===== config.mk =====
export PLATFORM = sky130hd
export DESIGN_NAME = neuron_layer_sched
export DESIGN_NICKNAME = d
export VERILOG_FILES = /design/src/rtl/nn_sched_pkg.sv /design/src/rtl/serial_mac_unit.sv /design/src/rtl/neuron_layer_sched.sv
export SDC_FILE = /design/constraint.sdc
export NUM_CORES = 1
export LEC_CHECK = 0
export ABC_AREA = 1
export CAP_MARGIN = 15
export CELL_PAD_IN_SITES_DETAIL_PLACEMENT = 1
export CELL_PAD_IN_SITES_GLOBAL_PLACEMENT = 1
export CORE_MARGIN = 10
export CORE_UTILIZATION = 40
export CTS_BUF_LIST = sky130_fd_sc_hd__clkbuf_8
export DETAILED_ROUTE_END_ITERATION = 12
export PLACE_DENSITY = 0.71
export SLEW_MARGIN = 40
export SYNTH_ARGS = -nofsm -noshare
export SYNTH_HDL_FRONTEND = slang
export SYNTH_SLANG_ARGS = --single-unit

===== constraint.sdc =====
create_clock -name clk -period 17.8 [get_ports clk]
set_clock_uncertainty 0.05 [all_clocks]
set_input_delay 5.34 -clock clk [delete_from_list [all_inputs] [get_ports clk]]
set_output_delay 5.34 -clock clk [all_outputs]
set_load 0.01 [all_outputs]

===== src/rtl/nn_sched_pkg.sv =====
// Shared types and arithmetic helpers for the serial neuron-layer scheduler
// and any other fixed-point neuron blocks built on the same MAC datapath.
package nn_sched_pkg;

  typedef enum logic [1:0] {
    IDLE   = 2'd0,
    MAC    = 2'd1,
    FINISH = 2'd2,
    EMIT   = 2'd3
  } sched_state_e;

  function automatic int prod_w(input int qm, input int qn, input int wm, input int wn);
    return qm + qn + wm + wn;
  endfunction

  // One guard bit beyond clog2(n) keeps a sum of n full-scale products from wrapping.
  function automatic int acc_w(input int qm, input int qn, input int wm, input int wn,
                               input int n);
    return prod_w(qm, qn, wm, wn) + $clog2(n) + 1;
  endfunction

  // Drops frac bits (floor), clamps negatives to zero and large values to the
  // largest positive out_w-bit two's-complement number.
  function automatic logic [63:0] relu_sat(input logic signed [63:0] s, input int frac,
                                           input int out_w);
    logic signed [63:0] r;
    logic signed [63:0] max_v;
    r     = s >>> frac;
    max_v = (64'sd1 <<< (out_w - 1)) - 64'sd1;
    if (r < 64'sd0) begin
      relu_sat = 64'd0;
    end else if (r > max_v) begin
      relu_sat = max_v;
    end else begin
      relu_sat = r;
    end
  endfunction

endpackage


===== src/rtl/serial_mac_unit.sv =====
// Serial signed multiply-accumulate: one x*w product per enabled cycle,
// accumulated at full precision into a non-overflowing register.
module serial_mac_unit
  import nn_sched_pkg::*;
#(
  parameter int QM = 6,
  parameter int QN = 10,
  parameter int WM = 6,
  parameter int WN = 10,
  parameter int N  = 2
) (
  input  logic                                 clk,
  input  logic                                 rst_n,
  input  logic                                 clr,
  input  logic                                 en,
  input  logic [QM+QN-1:0]                     x,
  input  logic [WM+WN-1:0]                     w,
  output logic [acc_w(QM, QN, WM, WN, N)-1:0]  acc
);

  localparam int D     = QM + QN;
  localparam int W     = WM + WN;
  localparam int P     = prod_w(QM, QN, WM, WN);
  localparam int ACC_W = acc_w(QM, QN, WM, WN, N);

  logic [P-1:0]     x_ext_s;
  logic [P-1:0]     w_ext_s;
  logic [P-1:0]     prod_s;
  logic [ACC_W-1:0] acc_d;
  logic [ACC_W-1:0] acc_q;

  // Sign-extending both operands to the product width makes the low P bits
  // of an unsigned multiply equal to the signed product.
  assign x_ext_s = {{(P - D){x[D-1]}}, x};
  assign w_ext_s = {{(P - W){w[W-1]}}, w};
  assign prod_s  = x_ext_s * w_ext_s;

  // Next accumulator value: clear wins over accumulate.
  always_comb begin
    acc_d = acc_q;
    if (clr) begin
      acc_d = ACC_W'(0);
    end else if (en) begin
      acc_d = acc_q + {{(ACC_W - P){prod_s[P-1]}}, prod_s};
    end else begin
      acc_d = acc_q;
    end
  end

  // Accumulator register.
  always_ff @(posedge clk) begin
    if (!rst_n) begin
      acc_q <= ACC_W'(0);
    end else begin
      acc_q <= acc_d;
    end
  end

  assign acc = acc_q;

endmodule


===== src/rtl/neuron_layer_sched.sv =====
// Fully-connected layer scheduler: runs M neurons of N inputs each through one
// serial MAC, fetching weights/biases from synchronous ROMs, streaming ReLU results.
module neuron_layer_sched
  import nn_sched_pkg::*;
#(
  parameter int N  = 2,
  parameter int M  = 4,
  parameter int QM = 6,
  parameter int QN = 10,
  parameter int WM = 6,
  parameter int WN = 10
) (
  input  logic                     clk,
  input  logic                     rst_n,
  input  logic                     in_valid,
  output logic                     in_ready,
  input  logic [N*(QM+QN)-1:0]     in_data,
  output logic [$clog2(M*N)-1:0]   w_addr,
  input  logic [WM+WN-1:0]         w_data,
  output logic [$clog2(M)-1:0]     b_addr,
  input  logic [QM+QN-1:0]         b_data,
  output logic                     out_valid,
  input  logic                     out_ready,
  output logic [QM+QN-1:0]         out_data,
  output logic [$clog2(M)-1:0]     out_idx,
  output logic                     out_last,
  output logic                     busy
);

  localparam int D     = QM + QN;
  localparam int ACC_W = acc_w(QM, QN, WM, WN, N);
  localparam int MW    = $clog2(M);
  localparam int AW    = $clog2(M * N);
  localparam int JW    = $clog2(N + 1);
  localparam int XW    = (N > 1) ? $clog2(N) : 1;

  localparam logic [MW-1:0] M_LAST = MW'(M - 1);
  localparam logic [JW-1:0] J_LAST = JW'(N);
  localparam logic [JW-1:0] J_WEND = JW'(N - 1);

  sched_state_e          state_d, state_q;
  logic [MW-1:0]         m_d, m_q;
  logic [JW-1:0]         j_d, j_q;
  logic [N-1:0][D-1:0]   x_d, x_q;
  logic [AW-1:0]         w_addr_d, w_addr_q;
  logic                  out_valid_d, out_valid_q;
  logic [D-1:0]          out_data_d, out_data_q;
  logic [MW-1:0]         out_idx_d, out_idx_q;
  logic                  out_last_d, out_last_q;
  logic                  in_ready_d, in_ready_q;
  logic                  busy_d, busy_q;

  logic                  acc_clr_s;
  logic                  acc_en_s;
  logic [XW-1:0]         x_idx_s;
  logic [D-1:0]          x_sel_s;
  logic [ACC_W-1:0]      acc_s;
  logic signed [63:0]    acc_ext_s;
  logic signed [63:0]    bias_ext_s;
  logic signed [63:0]    sum_s;

  // Weight for element j arrives in sub-cycle j+1, so pair it with x[j-1] there.
  assign x_idx_s = (j_q == JW'(0)) ? XW'(0) : XW'(j_q - JW'(1));
  assign x_sel_s = x_q[x_idx_s];

  serial_mac_unit #(
    .QM (QM),
    .QN (QN),
    .WM (WM),
    .WN (WN),
    .N  (N)
  ) u_mac (
    .clk   (clk),
    .rst_n (rst_n),
    .clr   (acc_clr_s),
    .en    (acc_en_s),
    .x     (x_sel_s),
    .w     (w_data),
    .acc   (acc_s)
  );

  // Bias is aligned to the product fraction (QN+WN) before the final rescale.
  assign acc_ext_s  = {{(64 - ACC_W){acc_s[ACC_W-1]}}, acc_s};
  assign bias_ext_s = {{(64 - D){b_data[D-1]}}, b_data};
  assign sum_s      = acc_ext_s + (bias_ext_s <<< WN);

  // Next-state and next-output logic for the layer FSM.
  always_comb begin
    state_d     = state_q;
    m_d         = m_q;
    j_d         = j_q;
    x_d         = x_q;
    w_addr_d    = w_addr_q;
    out_valid_d = out_valid_q;
    out_data_d  = out_data_q;
    out_idx_d   = out_idx_q;
    out_last_d  = out_last_q;
    acc_clr_s   = 1'b0;
    acc_en_s    = 1'b0;
    case (state_q)
      IDLE: begin
        if (in_valid && in_ready_q) begin
          x_d       = in_data;
          m_d       = MW'(0);
          j_d       = JW'(0);
          w_addr_d  = AW'(0);
          acc_clr_s = 1'b1;
          state_d   = MAC;
        end else begin
          state_d = IDLE;
        end
      end
      MAC: begin
        acc_en_s = (j_q != JW'(0));
        if (j_q < J_WEND) begin
          w_addr_d = w_addr_q + AW'(1);
        end else begin
          w_addr_d = w_addr_q;
        end
        if (j_q == J_LAST) begin
          j_d     = JW'(0);
          state_d = FINISH;
        end else begin
          j_d = j_q + JW'(1);
        end
      end
      FINISH: begin
        out_data_d  = D'(relu_sat(sum_s, WN, D));
        out_idx_d   = m_q;
        out_last_d  = (m_q == M_LAST);
        out_valid_d = 1'b1;
        state_d     = EMIT;
      end
      EMIT: begin
        if (out_ready) begin
          out_valid_d = 1'b0;
          if (m_q == M_LAST) begin
            state_d = IDLE;
          end else begin
            // w_addr sits on m*N+N-1 here, so +1 lands on the next neuron's first weight.
            m_d       = m_q + MW'(1);
            j_d       = JW'(0);
            w_addr_d  = w_addr_q + AW'(1);
            acc_clr_s = 1'b1;
            state_d   = MAC;
          end
        end else begin
          state_d = EMIT;
        end
      end
      default: begin
        state_d = IDLE;
      end
    endcase
    in_ready_d = (state_d == IDLE);
    busy_d     = (state_d != IDLE);
  end

  // State, counter and output registers.
  always_ff @(posedge clk) begin
    if (!rst_n) begin
      state_q     <= IDLE;
      m_q         <= MW'(0);
      j_q         <= JW'(0);
      x_q         <= '{default: D'(0)};
      w_addr_q    <= AW'(0);
      out_valid_q <= 1'b0;
      out_data_q  <= D'(0);
      out_idx_q   <= MW'(0);
      out_last_q  <= 1'b0;
      in_ready_q  <= 1'b1;
      busy_q      <= 1'b0;
    end else begin
      state_q     <= state_d;
      m_q         <= m_d;
      j_q         <= j_d;
      x_q         <= x_d;
      w_addr_q    <= w_addr_d;
      out_valid_q <= out_valid_d;
      out_data_q  <= out_data_d;
      out_idx_q   <= out_idx_d;
      out_last_q  <= out_last_d;
      in_ready_q  <= in_ready_d;
      busy_q      <= busy_d;
    end
  end

  assign in_ready  = in_ready_q;
  assign busy      = busy_q;
  assign w_addr    = w_addr_q;
  assign b_addr    = m_q;
  assign out_valid = out_valid_q;
  assign out_data  = out_data_q;
  assign out_idx   = out_idx_q;
  assign out_last  = out_last_q;

endmodule


==> impl_results.md, run 1 <==
- Slew HR: around half
- ANT cells: 0
- Initial antenna violation count: 0
- Core box area: approximately 42,000 um^2
- Post-synthesis compound-gate area fraction: around a tenth
- Die Y: between 200 and 250 um
- Syn Std Cell Area: about 17,000 um^2
- Multiplexer share of the synthesized area: 0%
- HPWL after DPL: ~46,000 um
- Yosys top cell area share: a little under a third
- CTS buffer count: 9
- Antenna Violating Nets Remaining: 0
- Simple-Gate Fraction of Synth Area: ~20%
- Max-slew violations: 0
- Max Buffers Root-to-Sink: 2
- M3 GR Usage: 3.36%
- Total wire length: about 54,000 um
- CP dominant cell by count: inv_1
- Port bufs: 94
- Max Fanout on Critical Path: 11
- Largest family of logic cells by synthesized area: adder cells
- 1st-pass router iterations: 5
- Total track usage: 21.5%
- Post-cts gate resize count: 0
- Hold crit path type: register to register
- Drt drc: 0
- NumNets Final: around 2.9k
- Drt first-iter violations: roughly 830
- Top cells by area, synth: fa_1, inv_1, dfxtp_1
- Async S/R FF share, synth: 0%
- Top cell type by total area after synthesis: fa_1
- Mapped Cells: roughly 2.3k
- CP peak stage delay: roughly 750 ps
- I/O pin total: 95
- # setup viols final: 0
- Cell Rows: 75
- # fillers: around 5.3k
- Top delay family on crit path: adder cells
- Max_cap viols: 0
- H-Tree Depth: 3
- WL per Instance: roughly 18 um
- Critical Path RT: between 15,000 and 20,000 ps
- Mapped Nets: between 2k and 3k
- CTS tree: yes
- GRT busiest layer: met2
- CP max stage cell: clkdlybuf4s50_1
- Synthesized area per cell: 7.35 um^2
- Period utilization: roughly 77%
- Root Driver: clkbuf_8
- First-pass GRT wire length: ~87,000 um
- Clock insertion delay at the later pin of the skew report: 400 ps
- Gpl congestion: around 0.9
- Crit path capture type: register
- Post-CTS Setup Inserts: 0
- Setup TNS: 0 ps
- Post-Synth XOR/XNOR Area: 3.75%
- Number of global-route vias before repair: 16.0k
- Register area share after synthesis: between 10% and 20%
- Endpoints failing hold: 0
- Synth warn: 0
- CP Launch Type: input port
- Status: completed
- Met1 usage in global routing: between 20% and 30%
- Tmin final: between 10,000 and 15,000 ps
- DIE AREA: between 50,000 and 60,000 um^2
- Num Clock Sinks: a little under 100
- Crit path DAT: approximately 14,000 ps
- Crit Path Class: input port to register
- Worst-path clk slew: 100 ps
- Share of layout cells above drive strength 1: between 2 and 3%
- Largest net degree at the start of global routing: 49
- EDFF count, synth: 0
- Yosys reg bits: 97
- Max frequency: between 70 and 80 MHz
- Worst Max-Slew Pin Slew: around 750 ps
- Synth unique cells: 50
- WP buf/inv: 9
- Vias per cell: roughly 5
- Initial Util: about 40%
- GRT overflow: 0
- Grt met2 use: between 30% and 40%
- Post-Synth Adder-Cell Area: 41.7%
- Hold_buf cts: 0
- Top FF cell, synth: dfxtp_1
- Die X: between 200 and 250 um
- Routed via count: approximately 15k
- Area growth from synthesis to layout: 10.3%
- Unrepaired setup endpoints after global routing: no
==> through the flow <==
| step | util, % | hold slack, ps | instances | setup WS, ps | area [um^2] |
|---|---|---|---|---|---|
| 5_1_grt | 44.6 | 437 | 2931 | 3610 | 18800 |
| 3_5_place_dp | 44.2 | 395 | 2915 | 3830 | 18600 |
| 2_1_floorplan | - | 375 | 2313 | 5770 | 17000 |
| 6_report | 44.6 | 410 | 2931 | 4080 | 18800 |
| 3_3_place_gp | 44.1 | 377 | 2915 | 4020 | 18600 |
| 4_1_cts | 44.6 | 414 | 2931 | 4220 | 18800 |
==> cells in the mapped netlist, types with 9 or more instances <==
| library cell | instances |
|---|---|
| fa_1 | 264 |
| o21ai_0 | 102 |
| clkbuf_1 | 41 |
| clkinv_1 | 11 |
| nand4_1 | 13 |
| a21o_1 | 11 |
| o21bai_1 | 12 |
| a21oi_1 | 131 |
| a31oi_1 | 9 |
| o21ai_1 | 18 |
| xor2_1 | 39 |
| dfxtp_1 | 97 |
| xnor2_1 | 32 |
| ha_1 | 145 |
| nor2_1 | 279 |
| nor3_1 | 17 |
| nand2_1 | 451 |
| nand3_1 | 50 |
| inv_1 | 521 |
==> placed cells by master, fill, tap and decap left out, types with 50 or more instances in the layout <==
master	netlist	routed
nand2_1	451	451
nor2_1	279	279
nand3_1	50	50
clkdlybuf4s50_1	0	94
ha_1	145	145
dfxtp_1	97	97
fa_1	264	264
a21oi_1	131	130
inv_1	521	519
o21ai_0	102	101
==> final cells by class <==
class	count	area [um^2]	share of cell area, %
Clock inverter	6	48.8	0.260
Timing Repair Buffer	110	1060	5.66
Sequential cell	97	1940	10.4
Clock buffer	10	138	0.734
Multi-Input combinational cell	1637	12900	68.8
Tap cell	539	674	3.60
Inverter	532	2000	10.6
==> sequential cells by signal (all words and copies together), names as in the netlist <==
name / count
u_mac.acc: 34
busy: 1
b_addr: 2
in_ready: 1
out_data: 16
w_addr: 3
out_idx: 2
out_valid: 1
state_q: 2
j_q: 2
out_last: 1
x_q: 32
==> worst register-to-register path: cells and delay by family (launching register included) <==
family	cells	cell delay [ps]
xor gates and xnor gates	1	160
DFF	1	350
adders and majority gates	8	3590
buffers and inverters	8	1370
AOI/OAI and AO/OA	7	2040
and+or+nand+nor	9	1830
==> per-layer routing <==
layer,part of all wire (%),wire (um)
met1,46,24600
met2,48,25800
met5,0,0
met4,1.8,984
met3,4.8,2580
==> final timing paths <==
kind,cells past startpoint,start,endpoint,slack [ps]
worst min-delay path,2,out_data[15]$_SDFFE_PN0P_,out_data[15]$_SDFFE_PN0P_,410
worst max register to register,33,j_q[1]$_SDFFE_PN0P_,u_mac.acc[32]$_SDFFE_PP0P_,8310
worst min register to register,2,out_data[15]$_SDFFE_PN0P_,out_data[15]$_SDFFE_PN0P_,410
worst max-delay path,32,w_data[2],u_mac.acc[32]$_SDFFE_PP0P_,4080
==> cell families after synthesis <==
| logic type | Yosys count |
|---|---|
| buf+inv | 579 |
| fa+ha+maj | 409 |
| compound gates | 314 |
| flops | 97 |
| simple gates | 842 |
| xor+xnor | 72 |
Power of run 1 is not shown: default switching activity piles up to over one toggle a cycle in this logic, so the estimate is an artifact.
==> run 2: changes to the inputs <==
==> constraint.sdc (replaced) <==
create_clock -name clk -period 12.9 [get_ports clk]
set_clock_uncertainty 0.05 [all_clocks]
set_input_delay 3.87 -clock clk [delete_from_list [all_inputs] [get_ports clk]]
set_output_delay 3.87 -clock clk [all_outputs]
set_load 0.01 [all_outputs]
==> run 2 against run 1 <==
Compared with the run above: critical path depth is the same; wire length rose by 1.4%; die area is the same; cell count is 0.14% higher; first-iteration DRC count grew 4.1%; design area increased by 0.29%; setup slack worse by 3400 ps; largest cell class unchanged.
==> impl_results.md, run 2 (same netlist as run 1, synthesis figures left out) <==
- CP dominant cell by count: inv_1
- DIE AREA: 51,200 um^2
- Crit path DAT: between 10,000 and 15,000 ps
- Period utilization: a little over nine tenths
- Hold depth: 2
- Depth of the most critical reg-to-reg path: 36
- WL per Instance: about 19 um
- Post-CTS Setup Inserts: 0
- Core box area: between 40,000 and 50,000 um^2
- Initial Util: 40.5%
- Tmin final: between 10,000 and 15,000 ps
- Setup TNS: 0 ps
- Antenna Violating Nets Remaining: 0
- Max Buffers Root-to-Sink: 2
- Worst Max-Slew Pin Slew: 796 ps
- Crit Path Class: input port to register
- CP peak stage delay: around 800 ps
- 1st-pass router iterations: 5
- Die Y: ~230 um
- Total wire length: ~55,000 um
- GRT overflow: 0
- Crit path capture type: register
- Unrepaired setup endpoints after global routing: no
- Largest net degree at the start of global routing: 49
- First-pass GRT wire length: 88,000 um
- HPWL after DPL: 46,600 um
- Gpl congestion: 0.907
- Clock insertion delay at the later pin of the skew report: roughly 390 ps
- Hold Path Origin: out_data[15]$_SDFFE_PN0P_
- Routed via count: roughly 15k
- Number of global-route vias before repair: approximately 16k
- RR Startpoint: j_q[1]$_SDFFE_PN0P_
- I/O pin total: 95
- CTS buffer count: 9
- Hold EP: out_data[15]$_SDFFE_PN0P_
- Share of layout cells above drive strength 1: about 2.8%
- Max Fanout on Critical Path: 12
- Max-slew violations: 0
- Max frequency: approximately 80 MHz
- Die X: roughly 230 um
- Endpoints failing hold: 0
- Area growth from synthesis to layout: 10.6%
- R2R Path End: u_mac.acc[32]$_SDFFE_PP0P_
- Status: completed
- R2R Setup Slk: approximately 3500 ps
- Root Driver: clkbuf_8
- CP Launch Type: input port
- # setup viols final: 0
- Hold_buf cts: 0
- CTS tree: yes
- Port bufs: 94
- ANT cells: 0
- Drt first-iter violations: 861
- Max_cap viols: 0
- CP max stage cell: clkdlybuf4s50_1
- Hold crit path type: register to register
- H-Tree Depth: 3
- Slew HR: 46.9%
- Drt drc: 0
- Max reg flops: 34
- Num Clock Sinks: just under 100
- Cell Rows: between 70 and 80
- Post-cts gate resize count: 0
- Vias per cell: 5.09
- NumNets Final: approximately 2.9k
- Initial antenna violation count: 0
- Most frequent cells in the layout: inv_1, nand2_1, nor2_1
- Critical Path RT: 13,130 ps
- Worst-path clk slew: ~100 ps
- Total track usage: a little over a fifth
- Most common cell after layout, fill and taps aside: inv_1
## run 2: cell count changes in the layout (fill, tap and decap cells not counted), sizes merged
cell	previous run	this run
bufinv	0	1
buf	16	20
clkbuf	10	9
## run 2: worst max-delay path: cells and delay by family
family | cells | cell delay, ps
AOI/OAI and AO/OA | 4 | 690
buffers and inverters | 8 | 1850
adders and majority gates | 8 | 3980
and+or+nand+nor | 11 | 1950
xor gates and xnor gates | 1 | 100
## run 2: worst max-delay path by stage
| stage | from | endpoint | slack, ps | cells past startpoint |
|---|---|---|---|---|
| final | w_data[3] | u_mac.acc[32]$_SDFFE_PP0P_ | 700 | 32 |
| after global placement | w_data[2] | u_mac.acc[30]$_SDFFE_PP0P_ | 660 | 32 |
| after global routing | w_data[2] | u_mac.acc[32]$_SDFFE_PP0P_ | 170 | 32 |
| after floorplan | w_data[9] | u_mac.acc[28]$_SDFFE_PP0P_ | 2340 | 40 |
| after detailed placement | w_data[2] | u_mac.acc[32]$_SDFFE_PP0P_ | 430 | 32 |
| after CTS | w_data[2] | u_mac.acc[32]$_SDFFE_PP0P_ | 830 | 32 |
## run 2: routing by layer
layer	GRT usage (%)	vias to the layer above	share of wire, %
met5	0	-	0
met4	4.20	0	1.9
met3	3.53	71	4.8
met2	36.5	275	48
met1	29.2	7440	46
li1	-	7161	-
## run 2: stage by stage
step           util, %  setup WS (ps)  instance area [um^2]  instances  hold slack, ps
4_1_cts           44.7            832                 18800       2935             408
3_3_place_gp      44.2            661                 18600       2919             377
6_report          44.7            697                 18800       2935             404
5_1_grt           44.7            173                 18800       2935             427
2_1_floorplan        -           2340                 17000       2313             375
3_5_place_dp      44.2            433                 18600       2919             384
## run 2: cell type report
type	instances	area, um^2
Tap cell	539	674
Sequential cell	97	1940
Clock inverter	7	87.6
Multi-Input combinational cell	1637	12900
Inverter	532	2000
Fill cell	5314	23200
Timing Repair Buffer	114	1090
Clock buffer	9	124
Power of run 2 is left out for the same reason.
